<file path="config.mk">
export PLATFORM = sky130hd
export DESIGN_NAME = camera_capture_ctrl_flat
export DESIGN_NICKNAME = d
export VERILOG_FILES = /design/src/rtl/camera_capture_ctrl_if.sv /design/src/rtl/camera_capture_ctrl.sv /design/src/flat_wrapper.sv
export SDC_FILE = /design/constraint.sdc
export NUM_CORES = 1
export LEC_CHECK = 0
export BUFFER_PORTS_ARGS = -buffer_cell sky130_fd_sc_hd__buf_2
export CORE_MARGIN = 5
export CORE_UTILIZATION = 60
export DETAILED_ROUTE_END_ITERATION = 7
export GPL_ROUTABILITY_DRIVEN = 0
export PLACE_DENSITY = 0.85
export SYNTH_ARGS = -nofsm -noshare
export SYNTH_HDL_FRONTEND = slang
export SYNTH_SLANG_ARGS = --single-unit
</file>
<file path="constraint.sdc">
create_clock -name CLOCK -period 3.8 [get_ports CLOCK]
set_input_delay 0.19 -clock CLOCK [delete_from_list [all_inputs] [get_ports CLOCK]]
set_output_delay 0.19 -clock CLOCK [all_outputs]
set_load 0.02 [all_outputs]
</file>
<file path="src/rtl/camera_capture_ctrl_if.sv">
// camera_capture_ctrl_if: frame-buffer write port (strobe, address, RGB332 data).
// Revision 1.0
`default_nettype none

interface camera_capture_ctrl_if #(
  parameter int ADDR_W = 15
);
  logic              W_EN;
  logic [ADDR_W-1:0] W_ADDR;
  logic [7:0]        W_DATA;

  modport master (output W_EN, W_ADDR, W_DATA);
  modport slave  (input  W_EN, W_ADDR, W_DATA);
endinterface

`default_nettype wire

</file>
<file path="src/rtl/camera_capture_ctrl.sv">
// camera_capture_ctrl: OV7670 capture into a WIDTH x HEIGHT RGB332 frame buffer.
// Revision 1.0
`default_nettype none

module camera_capture_ctrl #(
  parameter int WIDTH  = 176,
  parameter int HEIGHT = 144,
  parameter int ADDR_W = 15
) (
  input  wire logic       CLOCK,
  input  wire logic       RESET_N,
  input  wire logic       CAM_PCLK,
  input  wire logic       CAM_HREF,
  input  wire logic       CAM_VSYNC,
  input  wire logic [7:0] CAM_DATA,
  input  wire logic       START,
  input  wire logic       CONTINUOUS,
  camera_capture_ctrl_if.master fb,
  output logic            BUSY,
  output logic            FRAME_DONE,
  output logic            TRUNCATED
);

  localparam int CW = $clog2(WIDTH + 1);
  localparam int RW = $clog2(HEIGHT + 1);
  localparam logic [CW-1:0]     c_WIDTH     = CW'(WIDTH);
  localparam logic [RW-1:0]     c_HEIGHT    = RW'(HEIGHT);
  localparam logic [ADDR_W-1:0] c_LINE_STEP = ADDR_W'(WIDTH);

  localparam logic [1:0] c_IDLE     = 2'd0;
  localparam logic [1:0] c_ARM      = 2'd1;
  localparam logic [1:0] c_WAIT_SOF = 2'd2;
  localparam logic [1:0] c_CAPTURE  = 2'd3;

  logic r_pclk_s1, r_pclk_s2, r_pclk_s3;
  logic r_href_s1, r_href_s2, r_href_s3;
  logic r_vs_s1, r_vs_s2, r_vs_s3;
  logic [7:0] r_data_s1, r_data_s2, r_data_s3;
  logic r_pclk_rise, r_href_fall, r_vs_rise, r_vs_fall;

  logic              r_phase;
  logic [5:0]        r_b1;
  logic [CW-1:0]     r_col;
  logic [RW-1:0]     r_row;
  logic [ADDR_W-1:0] r_line_base;

  logic [1:0]        r_state, w_state_next;
  logic              r_w_en, r_busy, r_frame_done, r_truncated;
  logic [ADDR_W-1:0] r_w_addr;
  logic [7:0]        r_w_data;

  logic       w_start_acc, w_sof, w_eof, w_cap_active, w_in_range;
  logic       w_write, w_trunc, w_line_end, w_pix_edge;
  logic [7:0] w_pixel;

  // Edge pulses are registered, so r_data_s3/r_href_s3 line up with them.
  always_ff @(posedge CLOCK or negedge RESET_N) begin
    if (!RESET_N) begin
      r_pclk_s1 <= 1'b0; r_pclk_s2 <= 1'b0; r_pclk_s3 <= 1'b0;
      r_href_s1 <= 1'b0; r_href_s2 <= 1'b0; r_href_s3 <= 1'b0;
      r_vs_s1   <= 1'b0; r_vs_s2   <= 1'b0; r_vs_s3   <= 1'b0;
      r_data_s1 <= 8'h00; r_data_s2 <= 8'h00; r_data_s3 <= 8'h00;
      r_pclk_rise <= 1'b0; r_href_fall <= 1'b0;
      r_vs_rise   <= 1'b0; r_vs_fall   <= 1'b0;
    end else begin
      r_pclk_s1 <= CAM_PCLK;  r_pclk_s2 <= r_pclk_s1; r_pclk_s3 <= r_pclk_s2;
      r_href_s1 <= CAM_HREF;  r_href_s2 <= r_href_s1; r_href_s3 <= r_href_s2;
      r_vs_s1   <= CAM_VSYNC; r_vs_s2   <= r_vs_s1;   r_vs_s3   <= r_vs_s2;
      r_data_s1 <= CAM_DATA;  r_data_s2 <= r_data_s1; r_data_s3 <= r_data_s2;
      r_pclk_rise <= r_pclk_s2 & ~r_pclk_s3;
      r_href_fall <= ~r_href_s2 & r_href_s3;
      r_vs_rise   <= r_vs_s2 & ~r_vs_s3;
      r_vs_fall   <= ~r_vs_s2 & r_vs_s3;
    end
  end

  always_ff @(posedge CLOCK or negedge RESET_N) begin
    if (!RESET_N) begin
      r_phase <= 1'b0;
      r_b1    <= 6'h00;
    end else if (!r_href_s3) begin
      r_phase <= 1'b0;
    end else if (r_pclk_rise) begin
      r_phase <= ~r_phase;
      if (!r_phase) r_b1 <= {r_data_s3[7:5], r_data_s3[2:0]};
    end
  end

  // RGB565 -> RGB332: R[4:2], G[5:3] from the first byte, B[4:3] from the second.
  assign w_pixel    = {r_b1, r_data_s3[4:3]};
  assign w_pix_edge = r_pclk_rise & r_href_s3 & r_phase;

  always_ff @(posedge CLOCK or negedge RESET_N) begin
    if (!RESET_N) r_state <= c_IDLE;
    else          r_state <= w_state_next;
  end

  always_comb begin
    w_state_next = r_state;
    case (r_state)
      c_IDLE:     if (START)     w_state_next = c_ARM;
      c_ARM:      if (r_vs_s3)   w_state_next = c_WAIT_SOF;
      c_WAIT_SOF: if (r_vs_fall) w_state_next = c_CAPTURE;
      c_CAPTURE:  if (r_vs_rise) w_state_next = CONTINUOUS ? c_WAIT_SOF : c_IDLE;
      default:                   w_state_next = c_IDLE;
    endcase
  end

  // End of frame masks any same-cycle line or pixel event.
  always_comb begin
    w_start_acc  = (r_state == c_IDLE) && START;
    w_sof        = (r_state == c_WAIT_SOF) && r_vs_fall;
    w_eof        = (r_state == c_CAPTURE) && r_vs_rise;
    w_cap_active = (r_state == c_CAPTURE) && !r_vs_rise;
    w_in_range   = (r_col < c_WIDTH) && (r_row < c_HEIGHT);
    w_write      = w_cap_active && w_pix_edge && w_in_range;
    w_trunc      = w_cap_active && w_pix_edge && !w_in_range;
    w_line_end   = w_cap_active && r_href_fall;
  end

  always_ff @(posedge CLOCK or negedge RESET_N) begin
    if (!RESET_N) begin
      r_col       <= '0;
      r_row       <= '0;
      r_line_base <= '0;
    end else if (w_sof) begin
      r_col       <= '0;
      r_row       <= '0;
      r_line_base <= '0;
    end else if (w_line_end) begin
      r_col <= '0;
      if (r_row < c_HEIGHT) begin
        r_row       <= r_row + RW'(1);
        r_line_base <= r_line_base + c_LINE_STEP;
      end
    end else if (w_write) begin
      r_col <= r_col + CW'(1);
    end
  end

  always_ff @(posedge CLOCK or negedge RESET_N) begin
    if (!RESET_N) begin
      r_w_en       <= 1'b0;
      r_w_addr     <= '0;
      r_w_data     <= 8'h00;
      r_busy       <= 1'b0;
      r_frame_done <= 1'b0;
      r_truncated  <= 1'b0;
    end else begin
      r_w_en       <= w_write;
      r_busy       <= (w_state_next != c_IDLE);
      r_frame_done <= w_eof;
      if (w_write) begin
        r_w_addr <= r_line_base + ADDR_W'(r_col);
        r_w_data <= w_pixel;
      end
      if (w_start_acc)  r_truncated <= 1'b0;
      else if (w_trunc) r_truncated <= 1'b1;
    end
  end

  assign fb.W_EN     = r_w_en;
  assign fb.W_ADDR   = r_w_addr;
  assign fb.W_DATA   = r_w_data;
  assign BUSY        = r_busy;
  assign FRAME_DONE  = r_frame_done;
  assign TRUNCATED   = r_truncated;

endmodule

`default_nettype wire

</file>
<file path="src/flat_wrapper.sv">
// flat-port wrapper written by rule: the top's interface ports become plain ports
module camera_capture_ctrl_flat 
#(
  parameter int WIDTH  = 176,
  parameter int HEIGHT = 144,
  parameter int ADDR_W = 15
)
  (CLOCK, RESET_N, CAM_PCLK, CAM_HREF, CAM_VSYNC, CAM_DATA, START, CONTINUOUS, BUSY, FRAME_DONE, TRUNCATED, fb_W_EN, fb_W_ADDR, fb_W_DATA);
  camera_capture_ctrl_if #(.ADDR_W(ADDR_W)) fb_i ();
  input  wire logic CLOCK;
  input  wire logic RESET_N;
  input  wire logic CAM_PCLK;
  input  wire logic CAM_HREF;
  input  wire logic CAM_VSYNC;
  input  wire logic [7:0] CAM_DATA;
  input  wire logic START;
  input  wire logic CONTINUOUS;
  output logic BUSY;
  output logic FRAME_DONE;
  output logic TRUNCATED;
  output wire logic [$bits(fb_i.W_EN)-1:0] fb_W_EN;
  output wire logic [$bits(fb_i.W_ADDR)-1:0] fb_W_ADDR;
  output wire logic [$bits(fb_i.W_DATA)-1:0] fb_W_DATA;
  assign fb_W_EN = fb_i.W_EN;
  assign fb_W_ADDR = fb_i.W_ADDR;
  assign fb_W_DATA = fb_i.W_DATA;
  camera_capture_ctrl #(.WIDTH(WIDTH), .HEIGHT(HEIGHT), .ADDR_W(ADDR_W)) u_core (.CLOCK(CLOCK), .RESET_N(RESET_N), .CAM_PCLK(CAM_PCLK), .CAM_HREF(CAM_HREF), .CAM_VSYNC(CAM_VSYNC), .CAM_DATA(CAM_DATA), .START(START), .CONTINUOUS(CONTINUOUS), .fb(fb_i), .BUSY(BUSY), .FRAME_DONE(FRAME_DONE), .TRUNCATED(TRUNCATED));
endmodule
</file>
# Word level (Yosys, flattened, before mapping)
# Cells that the tools add are included.
dict set report totals {
  register_bits 104
  inputBits 15
  elab_cells 87
}
dict set report op_classes {
  addsub 4
  magnitude_cmp 2
  n_eq_ne 4
  n_mux 19
  bitwise 11
  reduce_logical 19
}
# operator count
set op_table {}
lappend op_table {{$mux 8} 6}
lappend op_table {{$mux 15} 3}
lappend op_table {{$add 8x1->8 const B} 2}
lappend op_table {{$lt 8x8->1 const B} 2}
lappend op_table {{$add 15x8->15} 1}
lappend op_table {{$add 15x8->15 const B} 1}
lappend op_table {{$mux 2} 5}
lappend op_table {{$logic_and 1x1->1} 9}
lappend op_table {{$pmux 2 s4} 1}
lappend op_table {{$reduce_bool 2->1} 4}
lappend op_table {{$and 1x1->1} 6}
lappend op_table {{$not 1->1} 5}
lappend op_table {{$eq 2x2->1 const B} 2}
lappend op_table {{$mux 1} 4}
lappend op_table {{$reduce_and 3->1} 1}
lappend op_table {{$reduce_bool 3->1} 1}
lappend op_table {{$eq 2x1->1 const B} 1}
lappend op_table {{$logic_not 1->1} 2}
lappend op_table {{$logic_not 2->1} 1}
lappend op_table {{$ne 2x2->1 const B} 1}
lappend op_table {{$reduce_and 2->1} 1}

# Logic depth before layout (Yosys ltp)
dict set report logic_depth {
  depth_word 7
  mapped_depth 7
  ltp_nobuf 6
}

# Worst setup path after synthesis
# OpenSTA, ideal clock, no wires.
dict set report synth_timing {
  kind {register to register}
  start {register u_core.r_row[4]}
  end {register u_core.r_w_addr[6], in the netlist u_core.fb.W_ADDR[6]}
  setup_ns 0.125
  arrival_time_ns 1.683
  t_required_ns 3.675
  slack_ns 1.993
  path_stages_with_launch 7
  n_path_buf 1
  synth_period_minus_slack_ns 1.807
  cell_sequence {dfrtp_1 -> o31ai_4 -> o21a_4 -> nand2_2 -> inv_2 -> buf_4 -> mux2_2}
}
dict set report synth_via {
  elab_chain_cells 3
}
# item line_no
set synth_lines {}
lappend synth_lines {{from (decl)} camera_capture_ctrl.sv:44} ;# logic [RW-1:0] r_row;
lappend synth_lines {{from (signal assigned)} camera_capture_ctrl.sv:133} ;# r_row <= r_row + RW'(1);
lappend synth_lines {{$lt 8x8->1} camera_capture_ctrl.sv:115} ;# w_in_range = (r_col < c_WIDTH) && (r_row < c_HEIGHT);
lappend synth_lines {{$logic_and 1x1->1} camera_capture_ctrl.sv:115}
lappend synth_lines {{$logic_and 1x1->1} camera_capture_ctrl.sv:116} ;# w_write = w_cap_active && w_pix_edge && w_in_range;
lappend synth_lines {{named net u_core.w_write} camera_capture_ctrl.sv:53} ;# logic w_write, w_trunc, w_line_end, w_pix_edge;
lappend synth_lines {{to (signal assigned)} camera_capture_ctrl.sv:154} ;# r_w_addr <= r_line_base + ADDR_W'(r_col);
lappend synth_lines {{to (decl)} camera_capture_ctrl.sv:49} ;# logic [ADDR_W-1:0] r_w_addr;
# The timed path passes the listed nets, and every way through them passes these cells.
# A chain may end at the register's enable or synchronous reset.

# Final worst setup path
dict set report layout_timing {
  start {register u_core.r_vs_rise}
  end {register u_core.r_w_data[7], in the netlist u_core.fb.W_DATA[7]}
}
dict set report layout_via {
  elab_chain_cells 4
}
# item line_no
set layout_lines {}
lappend layout_lines {{from (decl)} camera_capture_ctrl.sv:39} ;# logic r_pclk_rise, r_href_fall, r_vs_rise, r_vs_fall;
lappend layout_lines {{from (signal assigned)} camera_capture_ctrl.sv:72} ;# r_vs_rise <= r_vs_s2 & ~r_vs_s3;
lappend layout_lines {{$logic_not 1->1} camera_capture_ctrl.sv:114} ;# w_cap_active = (r_state == c_CAPTURE) && !r_vs_rise;
lappend layout_lines {{$logic_and 1x1->1} camera_capture_ctrl.sv:114}
lappend layout_lines {{$logic_and 1x1->1 (2 in series)} camera_capture_ctrl.sv:116}
lappend layout_lines {{to (signal assigned)} camera_capture_ctrl.sv:155} ;# r_w_data <= w_pixel;
lappend layout_lines {{to (decl)} camera_capture_ctrl.sv:50} ;# logic [7:0] r_w_data;
# Every way passes these cells.

==> flow_metrics.env <==
export IMPL_run_status="finished, final reports clean"
export IMPL_antenna_found_initial=0
export IMPL_synth_enable_flop_cells=0
export IMPL_r2r_cells=5
export IMPL_ys_warn_count=0
export IMPL_dpl_cell_area_mm2=0.00426
export IMPL_syn_inst=318
export IMPL_synth_area_mm2=0.00401
export IMPL_startpoint="u_core.r_vs_rise"
export IMPL_worst_slew_pin_slew_ps=877
export IMPL_cap_violations=0
export IMPL_ff2ff_setup_slack_ps=1550
export IMPL_final_common_cell="dfrtp_1"
export IMPL_path_clk_slew_ps=100
export IMPL_portBuffers=41
export IMPL_slew_violations=0
export IMPL_hold_ws_ps=105
export IMPL_rr_startpoint="u_core.r_vs_rise"
export IMPL_crit_chain="and4b_1, and3_1, nand2_2, inv_2, mux2_2"
export IMPL_cts_made_buffers=9
export IMPL_setup_worst_path_start_class="flip-flop"
export IMPL_initial_utilization_pct=62.4
export IMPL_setup_tns_ps=0
export IMPL_worstPathRequired_ps=4060
export IMPL_fmax_mhz=444
export IMPL_setup_ws_ps=1550
export IMPL_crit_fanout=14
export IMPL_endpoint_kind="flip-flop"
export IMPL_period_minus_slack_ps=2250
export IMPL_nets=394
export IMPL_ys_ff_latch=100
export IMPL_hold_viol_final=0
export IMPL_grt_max_degree=72
export IMPL_first_pass_iters=5
export IMPL_fp_dieW_um=91.7
export IMPL_synth_nets=340
export IMPL_setup_viol=0
export IMPL_cts_max_level=3
export IMPL_max_slew_margin_rel_pct=41.6
export IMPL_track_usage_pct=20.6
export IMPL_hold_path_class="in2reg"
export IMPL_syn_area_per_cell_um2=12.6
export IMPL_route_vias_total=2744
export IMPL_floorplan_core_area_mm2=0.00642
export IMPL_ctsResizeCount=0
export IMPL_n_antenna_cell=0
export IMPL_avgRoutedWirePerCell_um=17.2
export IMPL_grt_overflow=0
export IMPL_fillerInstances=440
export IMPL_dp_hpwl_mm=5.13
export IMPL_drc=0
export IMPL_boundaryPins=42
export IMPL_drive_gt1_share_pct=24.1
export IMPL_cts_num_sinks=100
export IMPL_final_core_util_pct=71.8
export IMPL_yosysSeqAreaShare_pct=62.5
export IMPL_postRouteWirelength_mm=7.83
export IMPL_finalInstanceArea_mm2=0.00461
export IMPL_async_reset_ff_share_pct=100
export IMPL_endpoint="u_core.fb.W_DATA[7]"
export IMPL_cts_tree="built"
export IMPL_grt_pass1_vias=2834
export IMPL_power_leakage_nw=2.16
export IMPL_synth_cell_types=53
export IMPL_pre_cts_ws_ps=1610
export IMPL_synth_top_flop_cell="dfrtp_1"
export IMPL_insertion_delay_ps=370
export IMPL_rsz0062_at_grt="no"
export IMPL_grt_pass1_wl_mm=13.8
export IMPL_final_cell_mix="dfrtp_1, buf_2, mux2_2"
export IMPL_drtIter0Drc=273
export IMPL_fin_crit_sh_pct=59.3
export IMPL_die_y_um=91.7
export IMPL_ir_drop_mv=0.395
export IMPL_critPathSlowestCell="dfrtp_1"
export IMPL_via_per_inst=6.04
export IMPL_power_density_mw_per_mm2=573
export IMPL_cts_buffer_depth=2
export IMPL_num_rows=29
export IMPL_area_growth_pct=15.1
export IMPL_die_area_mm2=0.00841
export IMPL_route_antenna_remaining_nets=0
export IMPL_skew_ps=9.93
export IMPL_crit_arrival_ps=2510
export IMPL_worstReg2RegEnd="u_core.fb.W_DATA[7]"
export IMPL_cts_setup_buffers=0
export IMPL_cts_root_buf="clkbuf_8"
export IMPL_cpPeakStageDelay_ps=440
export IMPL_worst_setup_path_type="reg2reg"
==> critical path: cells and delay by family (launching register included) <==
| family | cells | cell delay (ps) |
|---|---|---|
| buf+inv | 1 | 300 |
| flops | 1 | 440 |
| mux | 1 | 370 |
| simple gates | 3 | 1030 |
==> routing by layer <==
| layer | wire length, um | track usage, % | share of wire [%] |
|---|---|---|---|
| met1 | 3380 | 27.7 | 43 |
| met4 | 110 | 6.81 | 1.4 |
| met3 | 358 | 5.65 | 4.6 |
| met2 | 3980 | 33.0 | 51 |
| met5 | 0 | 0 | 0 |
==> logic make-up after synthesis <==
family	after synthesis	share of synthesized area [%]
DFF	100	62.5
and+or+nand+nor	87	12.2
AOI/OAI and AO/OA	68	11.5
muxes	23	6.71
buffers and inverters	21	2.28
xor gates and xnor gates	12	2.62
adders and majority gates	7	2.19
==> worst min path at each step <==
stage	startpoint	endpoint	slack [ps]	cells past startpoint
finish	CONTINUOUS	u_core.r_state[1]	100	3
CTS	CONTINUOUS	u_core.r_state[1]	100	3
detailed placement	CAM_DATA[7]	u_core.r_data_s1[7]	300	1
global placement	CAM_DATA[1]	u_core.r_data_s1[1]	300	1
global route	CONTINUOUS	u_core.r_state[1]	130	3
floorplan	RESET_N	u_core.BUSY	-110	0
==> synth_stat cells, types with 2 or more instances <==
master | n | area share [%]
nand3b_1 | 2 | 0.37
and4_1 | 3 | 0.66
a41oi_1 | 2 | 0.44
nand4b_1 | 3 | 0.66
nand2_1 | 15 | 1.4
or4_1 | 6 | 1.1
xor2_1 | 5 | 1.1
nor2_1 | 16 | 1.5
a211o_1 | 2 | 0.44
or3_1 | 6 | 0.94
o31ai_1 | 5 | 0.94
o311a_1 | 2 | 0.50
and3_1 | 2 | 0.31
xnor2_1 | 7 | 1.5
and4b_1 | 2 | 0.50
ha_1 | 7 | 2.2
a2bb2oi_1 | 2 | 0.44
a31o_2 | 2 | 0.44
inv_1 | 8 | 0.75
dfrtp_1 | 100 | 62
nand4_1 | 3 | 0.47
o21ai_0 | 18 | 2.2
o211ai_1 | 3 | 0.56
a31oi_1 | 4 | 0.62
clkbuf_1 | 9 | 0.84
a21oi_1 | 18 | 2.2
nand3_1 | 14 | 1.7
o311ai_0 | 3 | 0.66
mux2_2 | 21 | 5.9
nor2b_1 | 5 | 0.78
==> cell type report <==
class                   count  area (um^2)  area share [%]
multi-input cells         197         1410            30.6
well taps                  77         96.3            2.09
repair buffers             55          345            7.49
clock inverters             7         97.6            2.12
clock buffers               9          124            2.69
inverters                   9         33.8           0.733
flip-flops and latches    100         2500            54.3
==> sequential cells by signal (all words and copies together), names as in the netlist, 2 cells and up <==
signal / count
u_core.r_data_s2: 8
u_core.r_col: 8
u_core.r_data_s3: 8
u_core.r_row: 8
u_core.r_b1: 6
u_core.fb.W_ADDR: 15
u_core.fb.W_DATA: 8
u_core.r_data_s1: 8
u_core.r_state: 2
u_core.r_line_base: 11
==> per-stage QoR <==
stage / power (mW) / instances
6_report: 2.64 / 454
5_1_grt: 2.80 / 454
4_1_cts: 2.66 / 454
3_5_place_dp: 1.92 / 425
3_3_place_gp: 1.89 / 425
2_1_floorplan: 1.72 / 318
==> power breakdown <==
group	leakage, nW	switching (mW)	internal (mW)	total, mW
registers	1.27	0.145	1.22	1.37
clock network	0.113	0.402	0.328	0.730
logic	0.773	0.321	0.224	0.546
total	2.16	0.868	1.78	2.64
==> timing repair <==
action                     4_1_cts  5_1_grt
setup endpoints to repair        0        0
hold endpoints to repair        82        0
hold buffers                    13        0
Note: power is estimated with default switching activity, not from simulation.
